$ cat src/rtl/keypad_scan4x4.sv
// keypad_scan4x4
//   Scans a 4x4 matrix keypad one row at a time, synchronises the column
//   sense lines, classifies each full scan and debounces presses and
//   releases.  Each accepted key yields its hex code and is shifted into a
//   four-digit buffer for the seven-segment scanner.
//
//   Optional build macro: KEYPAD_REPEAT_EN
//     When defined, a key held alone in the pressed state re-emits its
//     code every REPEAT_SCANS full scans (auto-repeat).
//     When undefined, a press yields one key_valid pulse.
//
// Parameters
//   SCAN_DIV        clk cycles per row slot (>= 4)
//   DEBOUNCE_SCANS  consecutive identical scans to accept a press/release (>= 1)
//   REPEAT_SCANS    scans between auto-repeat events (KEYPAD_REPEAT_EN only)
//
// Ports
//   clk        system clock
//   rst        synchronous active-high reset
//   row[3:0]   row drive, active-low, one bit low at a time
//   col[3:0]   column sense, active-low, asynchronous
//   digit_clr  synchronous clear of the digit buffer
//   key_code   code of the last accepted key = {row_idx, col_idx}
//   key_valid  one-cycle pulse per accepted key
//   key_down   high while an accepted key is held
//   digits     last four codes {d3,d2,d1,d0}, d0 newest
module keypad_scan4x4 #(
   parameter int unsigned SCAN_DIV       = 2000,
   parameter int unsigned DEBOUNCE_SCANS = 4,
   parameter int unsigned REPEAT_SCANS   = 64
) (
   input  logic        clk,
   input  logic        rst,
   output logic [3:0]  row,
   input  logic [3:0]  col,
   input  logic        digit_clr,
   output logic [3:0]  key_code,
   output logic        key_valid,
   output logic        key_down,
   output logic [15:0] digits
);

   localparam int unsigned SW = (SCAN_DIV > 1) ? $clog2(SCAN_DIV) : 1;
   localparam int unsigned CW = $clog2(DEBOUNCE_SCANS + 1);

   localparam logic [1:0] ST_IDLE     = 2'd0;
   localparam logic [1:0] ST_DEBOUNCE = 2'd1;
   localparam logic [1:0] ST_PRESSED  = 2'd2;
   localparam logic [1:0] ST_RELEASE  = 2'd3;

   if (SCAN_DIV < 4 || DEBOUNCE_SCANS < 1 || REPEAT_SCANS < 1) begin : g_param_check
      $error("keypad_scan4x4: illegal parameter value");
   end

   // Column synchroniser; resets to the idle (released) level.
   logic [3:0] col_meta;
   logic [3:0] col_sync;

   always_ff @(posedge clk) begin
      if (rst) begin
         col_meta <= '1;
         col_sync <= '1;
      end else begin
         col_meta <= col;
         col_sync <= col_meta;
      end
   end

   // Row scan timing
   logic [SW-1:0] slot_cnt;
   logic [1:0]    row_idx;
   logic          tick;
   logic          scan_end;

   assign tick     = (slot_cnt == SW'(SCAN_DIV - 1));
   assign scan_end = tick && (row_idx == 2'd3);
   assign row      = ~(4'b0001 << row_idx);

   always_ff @(posedge clk) begin
      if (rst) begin
         slot_cnt <= '0;
         row_idx  <= '0;
      end else if (tick) begin
         slot_cnt <= '0;
         row_idx  <= row_idx + 2'd1;
      end else begin
         slot_cnt <= slot_cnt + 1'b1;
      end
   end

   // Rows 0..2 are stored; row 3 is taken live from col_sync on scan_end
   // so the whole scan can be classified in that same cycle.
   logic [3:0] slot_res [0:2];

   always_ff @(posedge clk) begin
      if (rst) begin
         for (int unsigned r = 0; r < 3; r++) slot_res[r] <= '1;
      end else begin
         for (int unsigned r = 0; r < 3; r++) begin
            if (tick && row_idx == 2'(r)) slot_res[r] <= col_sync;
         end
      end
   end

   // Bit index r*4+c of the pressed vector equals the key code.
   logic [15:0] pressed;
   logic        any_key;
   logic        multi_key;
   logic        single_key;
   logic [3:0]  hit_code;

   assign pressed = ~{col_sync, slot_res[2], slot_res[1], slot_res[0]};

   always_comb begin
      any_key   = 1'b0;
      multi_key = 1'b0;
      hit_code  = '0;
      for (int unsigned i = 0; i < 16; i++) begin
         if (pressed[i]) begin
            if (any_key) multi_key = 1'b1;
            any_key  = 1'b1;
            hit_code = 4'(i);
         end
      end
   end

   assign single_key = any_key && !multi_key;

   // Debounce FSM, advanced only on scan_end
   logic [1:0]    state;
   logic [3:0]    cand;
   logic [CW-1:0] cnt;

`ifdef KEYPAD_REPEAT_EN
   localparam int unsigned RW = $clog2(REPEAT_SCANS + 1);
   logic [RW-1:0] rep_cnt;
`endif

   always_ff @(posedge clk) begin
      if (rst) begin
         state     <= ST_IDLE;
         cand      <= '0;
         cnt       <= '0;
         key_code  <= '0;
         key_valid <= 1'b0;
         key_down  <= 1'b0;
`ifdef KEYPAD_REPEAT_EN
         rep_cnt   <= '0;
`endif
      end else begin
         key_valid <= 1'b0;
         if (scan_end) begin
            case (state)
               ST_IDLE: begin
                  if (single_key) begin
                     cand <= hit_code;
                     if (DEBOUNCE_SCANS <= 1) begin
                        key_code  <= hit_code;
                        key_valid <= 1'b1;
                        key_down  <= 1'b1;
                        state     <= ST_PRESSED;
`ifdef KEYPAD_REPEAT_EN
                        rep_cnt   <= '0;
`endif
                     end else begin
                        cnt   <= CW'(1);
                        state <= ST_DEBOUNCE;
                     end
                  end
               end
               ST_DEBOUNCE: begin
                  if (single_key && hit_code == cand) begin
                     if (cnt + 1'b1 == CW'(DEBOUNCE_SCANS)) begin
                        key_code  <= cand;
                        key_valid <= 1'b1;
                        key_down  <= 1'b1;
                        state     <= ST_PRESSED;
`ifdef KEYPAD_REPEAT_EN
                        rep_cnt   <= '0;
`endif
                     end else begin
                        cnt <= cnt + 1'b1;
                     end
                  end else begin
                     state <= ST_IDLE;
                  end
               end
               ST_PRESSED: begin
                  if (!any_key) begin
                     if (DEBOUNCE_SCANS <= 1) begin
                        key_down <= 1'b0;
                        state    <= ST_IDLE;
                     end else begin
                        cnt   <= CW'(1);
                        state <= ST_RELEASE;
                     end
`ifdef KEYPAD_REPEAT_EN
                     rep_cnt <= '0;
                  end else if (single_key && hit_code == key_code) begin
                     if (rep_cnt + 1'b1 == RW'(REPEAT_SCANS)) begin
                        rep_cnt   <= '0;
                        key_valid <= 1'b1;
                     end else begin
                        rep_cnt <= rep_cnt + 1'b1;
                     end
`endif
                  end
               end
               default: begin  // ST_RELEASE
                  if (any_key) begin
                     state <= ST_PRESSED;
`ifdef KEYPAD_REPEAT_EN
                     rep_cnt <= '0;
`endif
                  end else if (cnt + 1'b1 == CW'(DEBOUNCE_SCANS)) begin
                     key_down <= 1'b0;
                     state    <= ST_IDLE;
                  end else begin
                     cnt <= cnt + 1'b1;
                  end
               end
            endcase
         end
      end
   end

   // The buffer shifts in the cycle key_valid is high, so a digit_clr in
   // that same cycle overrides the shift.
   always_ff @(posedge clk) begin
      if (rst || digit_clr) begin
         digits <= '0;
      end else if (key_valid) begin
         digits <= {digits[11:0], key_code};
      end
   end

endmodule

$ cat config.mk
export PLATFORM = sky130hd
export DESIGN_NAME = keypad_scan4x4
export DESIGN_NICKNAME = d
export VERILOG_FILES = /design/src/rtl/keypad_scan4x4.sv
export SDC_FILE = /design/constraint.sdc
export NUM_CORES = 1
export LEC_CHECK = 0
export CORE_MARGIN = 1
export CORE_UTILIZATION = 51
export DETAILED_ROUTE_END_ITERATION = 7
export GPL_ROUTABILITY_DRIVEN = 1
export PLACE_DENSITY = 0.84
export SYNTH_ARGS = -nofsm -noshare
export SYNTH_HDL_FRONTEND = slang
export SYNTH_SLANG_ARGS = --single-unit
$ cat constraint.sdc
create_clock -name clk -period 2.1 [get_ports clk]
set_input_delay 0.315 -clock clk [delete_from_list [all_inputs] [get_ports clk]]
set_output_delay 0.315 -clock clk [all_outputs]
set_load 0.02 [all_outputs]
### Word level (Yosys, flattened, before mapping)

Memory sizes are Yosys's and may differ from the RTL's.
Index checks and enable logic that the tools add are counted.

| cells by class | value |
|---|---|
| $add $sub $neg | 3 |
| $mul | 0 |
| divide/modulo/power cells | 0 |
| magnitude comparators | 0 |
| equal/unequal tests | 14 |
| shift-type cells | 1 |
| mux-type cells | 94 |
| bitwise gates (word level) | 9 |
| reduce and logical (&&, ||, !) cells | 19 |

Operator list:

| operator | number |
|---|---|
| 4-bit two-way mux | 17 |
| 1-bit two-way mux | 63 |
| 16-bit inverter | 1 |
| 3-bit two-way mux | 5 |
| 5-bit AND reduction | 3 |
| 2-bit two-way mux | 6 |
| 11-bit by 1-bit adder with 11-bit output, second input constant | 1 |
| 11-bit == test, second input constant | 1 |
| 3-bit case mux with 3 select lines | 1 |
| 2-bit == test, second input constant | 3 |
| 1-bit logical AND | 6 |
| 2-bit != test, second input constant | 3 |
| 2-bit case mux with 3 select lines | 1 |
| 5-bit nonzero test | 1 |
| 2-bit by 1-bit == test with 1-bit output, second input constant | 2 |
| 4-bit == test | 1 |
| 2-bit logical NOT | 2 |
| 1-bit inverter | 4 |
| 4-bit inverter | 1 |
| 4-bit AND reduction | 1 |
| 2-bit OR reduction | 2 |
| 4-bit OR reduction | 1 |
| 1-bit by 2-bit left shift with 4-bit output, first input constant | 1 |
| 3-bit by 1-bit adder with 3-bit output, second input constant | 1 |
| 10 further kinds | 12 |

| storage, ports and cells | value |
|---|---|
| flip-flop bits (word level) | 52 |
| bits in latches | 0 |
| bits in writable memories | 12 |
| ROM bits | 0 |
| memories | 1 |

Memories:

| memory | depth | bits a word | rd ports | clocked after Yosys merged registers in | wr ports | line | RTL |
|---|---|---|---|---|---|---|---|
| slot_res | 3 | 4 | 3 | 0 | 3 | 93 | `logic [3:0] slot_res [0:2];` |

### Logic depth before layout (Yosys ltp)

Gate-level depths: netlist of run 1.
An unclocked memory read counts as a cell.

| logic depth | value |
|---|---|
| depth in word-level cells | 38 |
| depth in mapped cells | 9 |
| mapped depth without buffers | 8 |

### Worst setup path before layout of run 1

OpenSTA, ideal clock, no wires.

| path | value |
|---|---|
| path kind | flip-flop to flip-flop |
| start point | register slot_cnt[0] |
| end point | register state[0] |
| data arrival time | 2.146 ns |
| slack | -0.116 ns |
| cell stages (with the launch flop) | 8 |
| buffers on the path | 0 |
| clock period less this slack | 2.216 ns |
| cell sequence | dfxtp_1 ha_1 nand3_1 nor4_4 o211ai_2 a211o_1 or4_1 a21oi_1 |

| on the way | value |
|---|---|
| longest elaborated chain between the ends | 3 |

Ends and longest elaborated chain:

| what | line | RTL |
|---|---|---|
| from (decl) | 70 | `logic [SW-1:0] slot_cnt;` |
| from (signal assigned) | 87 | `slot_cnt <= slot_cnt + 1'b1;` |
| 11-bit == test | 75 | `assign tick = (slot_cnt == SW'(SCAN_DIV - 1));` |
| 1-bit logical AND | 76 | `assign scan_end = tick && (row_idx == 2'd3);` |
| 5-bit AND reduction (no line) | - |  |
| to (signal assigned) | 141 | `state <= ST_IDLE;` |
| to (signal assigned) | 161 | `state <= ST_PRESSED;` |
| to (signal assigned) | 167 | `state <= ST_DEBOUNCE;` |
| to (decl) | 130 | `logic [1:0] state;` |

Every way passes these cells.
A chain may end at the register's enable or synchronous reset.

==> results of run 1 <==
-- cells by family after synthesis --
family | Yosys count | share of synthesized area, %
DFF | 64 | 43.4
xor gates and xnor gates | 11 | 2.99
muxes | 20 | 6.20
AOI/OAI and AO/OA | 60 | 14.2
and+or+nand+nor | 149 | 25.1
buffers and inverters | 32 | 3.88
adders and majority gates | 11 | 4.27
-- metal layers --
layer,up-vias,track usage [%],routed length [µm]
met5,-,0,0
li1,1445,-,-
met2,111,47.1,4500
met1,1466,32.8,3620
met3,21,4.89,499
met4,0,12.9,184
-- area by class of cell --
type                    count  area [µm²]  area share (%)
multi-input cells         252        1830            41.3
flip-flops and latches     64        1400            31.7
repair buffers             99         847            19.1
clock buffers               9         124            2.80
well taps                  75        93.8            2.12
inverters                  19        71.3            1.61
clock inverters             6        60.1            1.36
-- metrics by stage --
step                      util (%)  power [mW]  hold slack, ns  instances  cell area (µm²)
after floorplan                  -        1.39           0.389        347             3240
after global placement        65.7        1.45           0.395        489             3960
after detailed placement      65.7        1.46           0.394        489             3960
after CTS                     72.1        2.47           0.411        520             4350
after global routing          73.5        2.56           0.438        524             4430
final                         73.5        2.49           0.409        524             4430
-- worst max-delay path, delay by kind of cell, from the launching register on --
| kind | cells | cell delay (ns) |
|---|---|---|
| AO/OA/AOI/OAI | 5 | 1.24 |
| buffers and inverters | 2 | 0.35 |
| flip-flops | 1 | 0.42 |
| AND/OR/NAND/NOR | 1 | 0.16 |
-- synthesized netlist by cell type, drive strengths merged (3+ instances only) --
cell / count / share of area, %
o31ai: 6 / 1.4
ha: 11 / 4.3
clkbuf: 11 / 1.3
o2111a: 3 / 1.1
a31oi: 4 / 0.78
xor2: 6 / 1.6
o22ai: 3 / 0.58
or3: 3 / 0.58
o21ai: 6 / 0.93
nor2: 43 / 5.0
mux2i: 20 / 6.2
nand4: 11 / 2.5
nand2: 26 / 3.0
nand3: 15 / 2.3
a211oi: 3 / 0.70
nor4: 4 / 1.7
xnor2: 5 / 1.4
and2: 7 / 1.4
and3: 5 / 1.0
inv: 18 / 2.1
edfxtp: 12 / 11
dfxtp: 52 / 32
a21oi: 14 / 2.3
nor3: 9 / 1.9
or2: 14 / 2.7
o211ai: 4 / 1.5
-- placed cells by master, fill, tap and decap left out, types with 3 or more instances in the layout --
cell type and instances:
nand2_1 25, clkbuf_8 9, o22ai_1 3, mux2i_1 20, or2_2 14, nor3_4 3, a21oi_1 11, o31ai_1 5
nand4_1 9, o21ai_0 4, clkinv_2 3, nor3_1 6, nor2_1 43, edfxtp_1 12, inv_1 18, xor2_1 6
clkdlybuf4s50_1 30, dfxtp_1 50, a31oi_1 4, and2_1 7, and3_1 3, nand3_1 15, buf_4 62, buf_6 5
xnor2_1 5, ha_1 10, or3_1 3
-- registers in the layout, summed over array words and instances, names as in the netlist, 3 cells and up --
name / count
digits: 16
cand: 4
key_code: 4
col_meta: 4
col_sync: 4
slot_res: 12
cnt: 3
slot_cnt: 11
-- what timing repair did --
item | CTS | global route
setup buffers | 16 | 3
cloned | 0 | 1
hold endpoints to repair | 0 | 0
gates resized for setup | 21 | 12
pin swaps | 25 | 18
endpoints found under the setup margin | 14 | 18
-- path summary, 6_finish.rpt --
check	endpoint	slack (ns)	cells past startpoint
worst max-delay path	key_code[0]	-0.19	8
worst min-delay path	col_sync[0]	0.41	1
worst max register to register	key_code[0]	-0.19	8
worst min register to register	col_sync[0]	0.41	1
-- power by group through the flow --
stage          registers, mW  clock network (mW)  logic [mW]
3_3_place_gp            1.30                   0       0.157
2_1_floorplan           1.29                   0      0.0967
3_5_place_dp            1.30                   0       0.163
4_1_cts                 1.27                1.02       0.187
5_1_grt                 1.27                1.06       0.225
6_report                1.27                1.01       0.210
==> results_dict.tcl, run 1 <==
set metrics [dict create \
    ctsHtreeMaxLevel 3 \
    routed_wl_um 8800 \
    min_from "col_meta[0]" \
    power_frac_clock_pct 40.5 \
    cts.hold.buffers_added 0 \
    synth-async-reset-ratio_pct 0 \
    rows 28 \
    antennaDiodeCount 0 \
    p_leak_nw 1.71 \
    die_w_um 81.5 \
    rsz0062_at_grt "true" \
    ys.flop_type "dfxtp_1" \
    area_growth_pct 37.2 \
    grt_antenna_before_repair 0 \
    die_height_um 81.5 \
    port_buffers 32 \
    relSlewSlack_pct 72.1 \
    core_area_mm2 0.00603 \
    grt_max_degree 17 \
    synth_edf_count 12 \
    nFillCells 401 \
    cts_sinks 64 \
    numCtsBuffers 9 \
    final.setup_skew_ns 0.00470 \
    grt_pass1_wl_um 13700 \
    p_seq_share_pct 51.0 \
    first_pass_iters 5 \
    track_usage_pct 27.3 \
    combPwrFrac_pct 8.4 \
    min_period_ns 2.29 \
    reg2reg_from "slot_res[0][1]" \
    hpwlAfterDp_um 5770 \
    setup_viol 13 \
    hold_viol 0 \
    num_io_pins 33 \
    viasPerCell 5.81 \
    drt_iter0_drc 263 \
    start_kind "flop" \
    synth_area_mm2 0.00323 \
    arrival_ns 2.51 \
    p_int_mw 1.89 \
    cts_buffer_depth 2 \
    yosysWarnings 0 \
    end_kind "flop" \
    synth_cells 347 \
    p_per_area_mw_per_mm2 562 \
    crit_start "slot_res[0][1]" \
    dr_total_vias 3043 \
    finalSetupTns_ns -1.47 \
    overflow 0 \
    worst_slack_ns -0.195 \
    syn_avg_cell_area_um2 9.30 \
    critPathMaxFanout 5 \
    layout-drive-gt1-share_pct 28.7 \
    initial_core_util_pct 53.6 \
    violations "setup timing" \
    dieArea_mm2 0.00665 \
    seq_area_frac_synth_pct 43.4 \
    required_ns 2.32 \
    finalCritPeriodShare_pct 109 \
    postSynthNetCount 365 \
    path_cells "nand4_2 -> buf_6 -> o32ai_1 -> buf_4 -> o2111a_2 -> o211ai_4 -> o31ai_1 -> a21oi_1" \
    swShare_pct 23.9 \
    clk_pin_slew_ns 0.07 \
    fin_nets 463 \
    cts_tree "done" \
    worst_ir_drop_vdd_v 0.000511 \
    status "complete, but fails checks" \
    grt_pass1_vias 2942 \
    route.detailed.drc 0 \
    worstSetupPathType "flop to flop" \
    drv_slew 0 \
    ant_nets 0 \
    globalplace.congestion 0.883 \
    switchingPower_mw 0.594 \
    place_ws_ns -0.163 \
    hp-class "flop to flop" \
    fmax_mhz 436 \
    ys_types 61 \
    cp_slowest_cell "edfxtp_1" \
    max_cap_violations 0 \
    wl_per_cell_um 16.8 \
    slowest_delay_ns 0.42 \
    synth_seq_cells 64 \
    clk_root_buffer_cell "clkbuf_8" \
    worst_pin_slew_ns 0.417 \
    clk_latency_ns 0.34 \
]
Power figures use the tool's default switching activity.
==> run 2: changes to the inputs <==
CORE_MARGIN = 10   (was 1)
SETUP_SLACK_MARGIN = 0.2   (was unset)
==> results_dict.tcl, run 2 (synthesized netlist as in run 1, its figures left out) <==
set metrics [dict create \
    clk_latency_ns 0.34 \
    final_util_pct 71.7 \
    worst_pin_slew_ns 0.484 \
    layout-drive-gt1-share_pct 27.5 \
    die_height_um 99.5 \
    cts_tree "done" \
    largest_register_ffs 16 \
    port_buffers 32 \
    fin_nets 438 \
    fmax_mhz 432 \
    setup_viol 13 \
    combPwrFrac_pct 7.0 \
    grt_pass1_wl_um 13500 \
    arrival_ns 2.58 \
    first_pass_iters 5 \
    hpwlAfterDp_um 5670 \
    dieArea_mm2 0.00991 \
    routed_wl_um 8170 \
    p_leak_nw 1.62 \
    cts_buffer_depth 2 \
    globalplace.congestion 0.879 \
    relSlewSlack_pct 67.3 \
    hp-class "flop to flop" \
    area_growth_pct 33.8 \
    worst_slack_ns -0.212 \
    largest_register "digits" \
    grt_antenna_before_repair 0 \
    track_usage_pct 16.2 \
    route.detailed.drc 0 \
    antennaDiodeCount 0 \
    grt_max_degree 17 \
    violations "setup timing" \
    placed_cell_area_mm2 0.00389 \
    final_area_mm2 0.00432 \
    end_kind "flop" \
    min_period_ns 2.31 \
    rsz0062_at_grt "true" \
    core_area_mm2 0.00603 \
    hold_viol 0 \
    worst_ir_drop_vdd_v 0.00102 \
    critPathMaxFanout 7 \
    most-common-layout-cells "dfxtp_1 (47), nor2_1 (42), buf_4 (40)" \
    p_int_mw 2.05 \
    initial_core_util_pct 53.6 \
    drv_slew 0 \
    viasPerCell 5.85 \
    clk_root_buffer_cell "clkbuf_8" \
    overflow 0 \
    start_kind "flop" \
    switchingPower_mw 0.605 \
    swShare_pct 22.8 \
    seq_area_mm2 0.00141 \
    holdWs_ns 0.411 \
    power_frac_clock_pct 45.1 \
    dr_total_vias 2927 \
    required_ns 2.37 \
    max_cap_violations 0 \
    finalCritPeriodShare_pct 110 \
    finalSetupTns_ns -1.61 \
    ant_nets 0 \
    p_seq_share_pct 47.9 \
    cts_sinks 64 \
    worstSetupPathType "flop to flop" \
    numCtsBuffers 9 \
    multi_input_area_mm2 0.00188 \
    reg_top3 "digits x16, slot_res x12, slot_cnt x11" \
    clk_pin_slew_ns 0.07 \
    ctsHtreeMaxLevel 3 \
    final.setup_skew_ns 0.0122 \
    grt_pass1_vias 2861 \
    wl_per_cell_um 16.3 \
    drt_iter0_drc 222 \
    layout_commonest_cell "dfxtp_1" \
    rows 28 \
    nFillCells 436 \
    num_io_pins 33 \
    die_w_um 99.5 \
    p_per_area_mw_per_mm2 615 \
    status "complete, but fails checks" \
]
[run 2: cell types whose count changed in the layout (fill, tap and decap cells not counted), moves of 3 or more]
cell and delta:
buf_4 -22, buf_6 -3, dfxtp_1 -3, dfxtp_2 +3
dlygate4sd2_1 +3, or2_2 -3, or2_4 +3
[run 2: power groups by stage]
stage                     sequential [mW]  combinational [mW]  clock, mW
final                                1.27               0.185       1.20
after global routing                 1.27               0.200       1.27
after detailed placement             1.30               0.152          0
after floorplan                      1.29              0.0984          0
after global placement               1.30               0.148          0
after CTS                            1.27               0.172       1.21
[run 2: repair_timing]
action                     in CTS  in global routing
setup buffers                   5                  2
hold buffers                    0                  0
gates cloned                    1                  0
resized for setup              19                 21
setup endpoints to repair      27                 36
pin swaps                      15                  9
[run 2: final cells by class]
class,instances,area share [%]
flip-flops and latches,64,32.6
clock inverters,6,2.09
well taps,75,2.17
inverters,19,1.65
multi-input cells,252,43.5
repair buffers,74,14.8
clock buffers,10,3.19
[run 2: metal layers]
metal / track usage (%) / share of wire [%] / up-vias / routed length [µm]
met1: 18.1 / 40 / 1366 / 3270
li1: - / - / 1408 / -
met2: 28.4 / 51 / 122 / 4130
met3: 4.29 / 6.9 / 31 / 564
met4: 6.50 / 2.4 / 0 / 199
met5: 0 / 0 / - / 0
[run 2: metrics by stage]
stage	cells	setup slack, ns	power (mW)
2_1_floorplan	347	-0.0262	1.39
3_3_place_gp	476	-0.108	1.44
3_5_place_dp	476	-0.172	1.45
4_1_cts	498	-0.135	2.65
5_1_grt	500	-0.318	2.74
6_report	500	-0.212	2.65
[run 2: worst max-delay path, cell delays in order, from the launching register on]
cell,delay (ns)
edfxtp_1,0.46
nand4_1,0.20
buf_4,0.20
nor4_4,0.20
buf_4,0.20
o211ai_2,0.10
a211o_1,0.33
or4_4,0.43
a21oi_2,0.13
[run 2: final timing paths]
check,start,endpoint,slack (ns),cells after the start
min reg2reg,col_meta[2],col_sync[2],0.41,1
min,col_meta[2],col_sync[2],0.41,1
max,slot_res[0][9],state[0],-0.21,8
max reg2reg,slot_res[0][9],state[0],-0.21,8
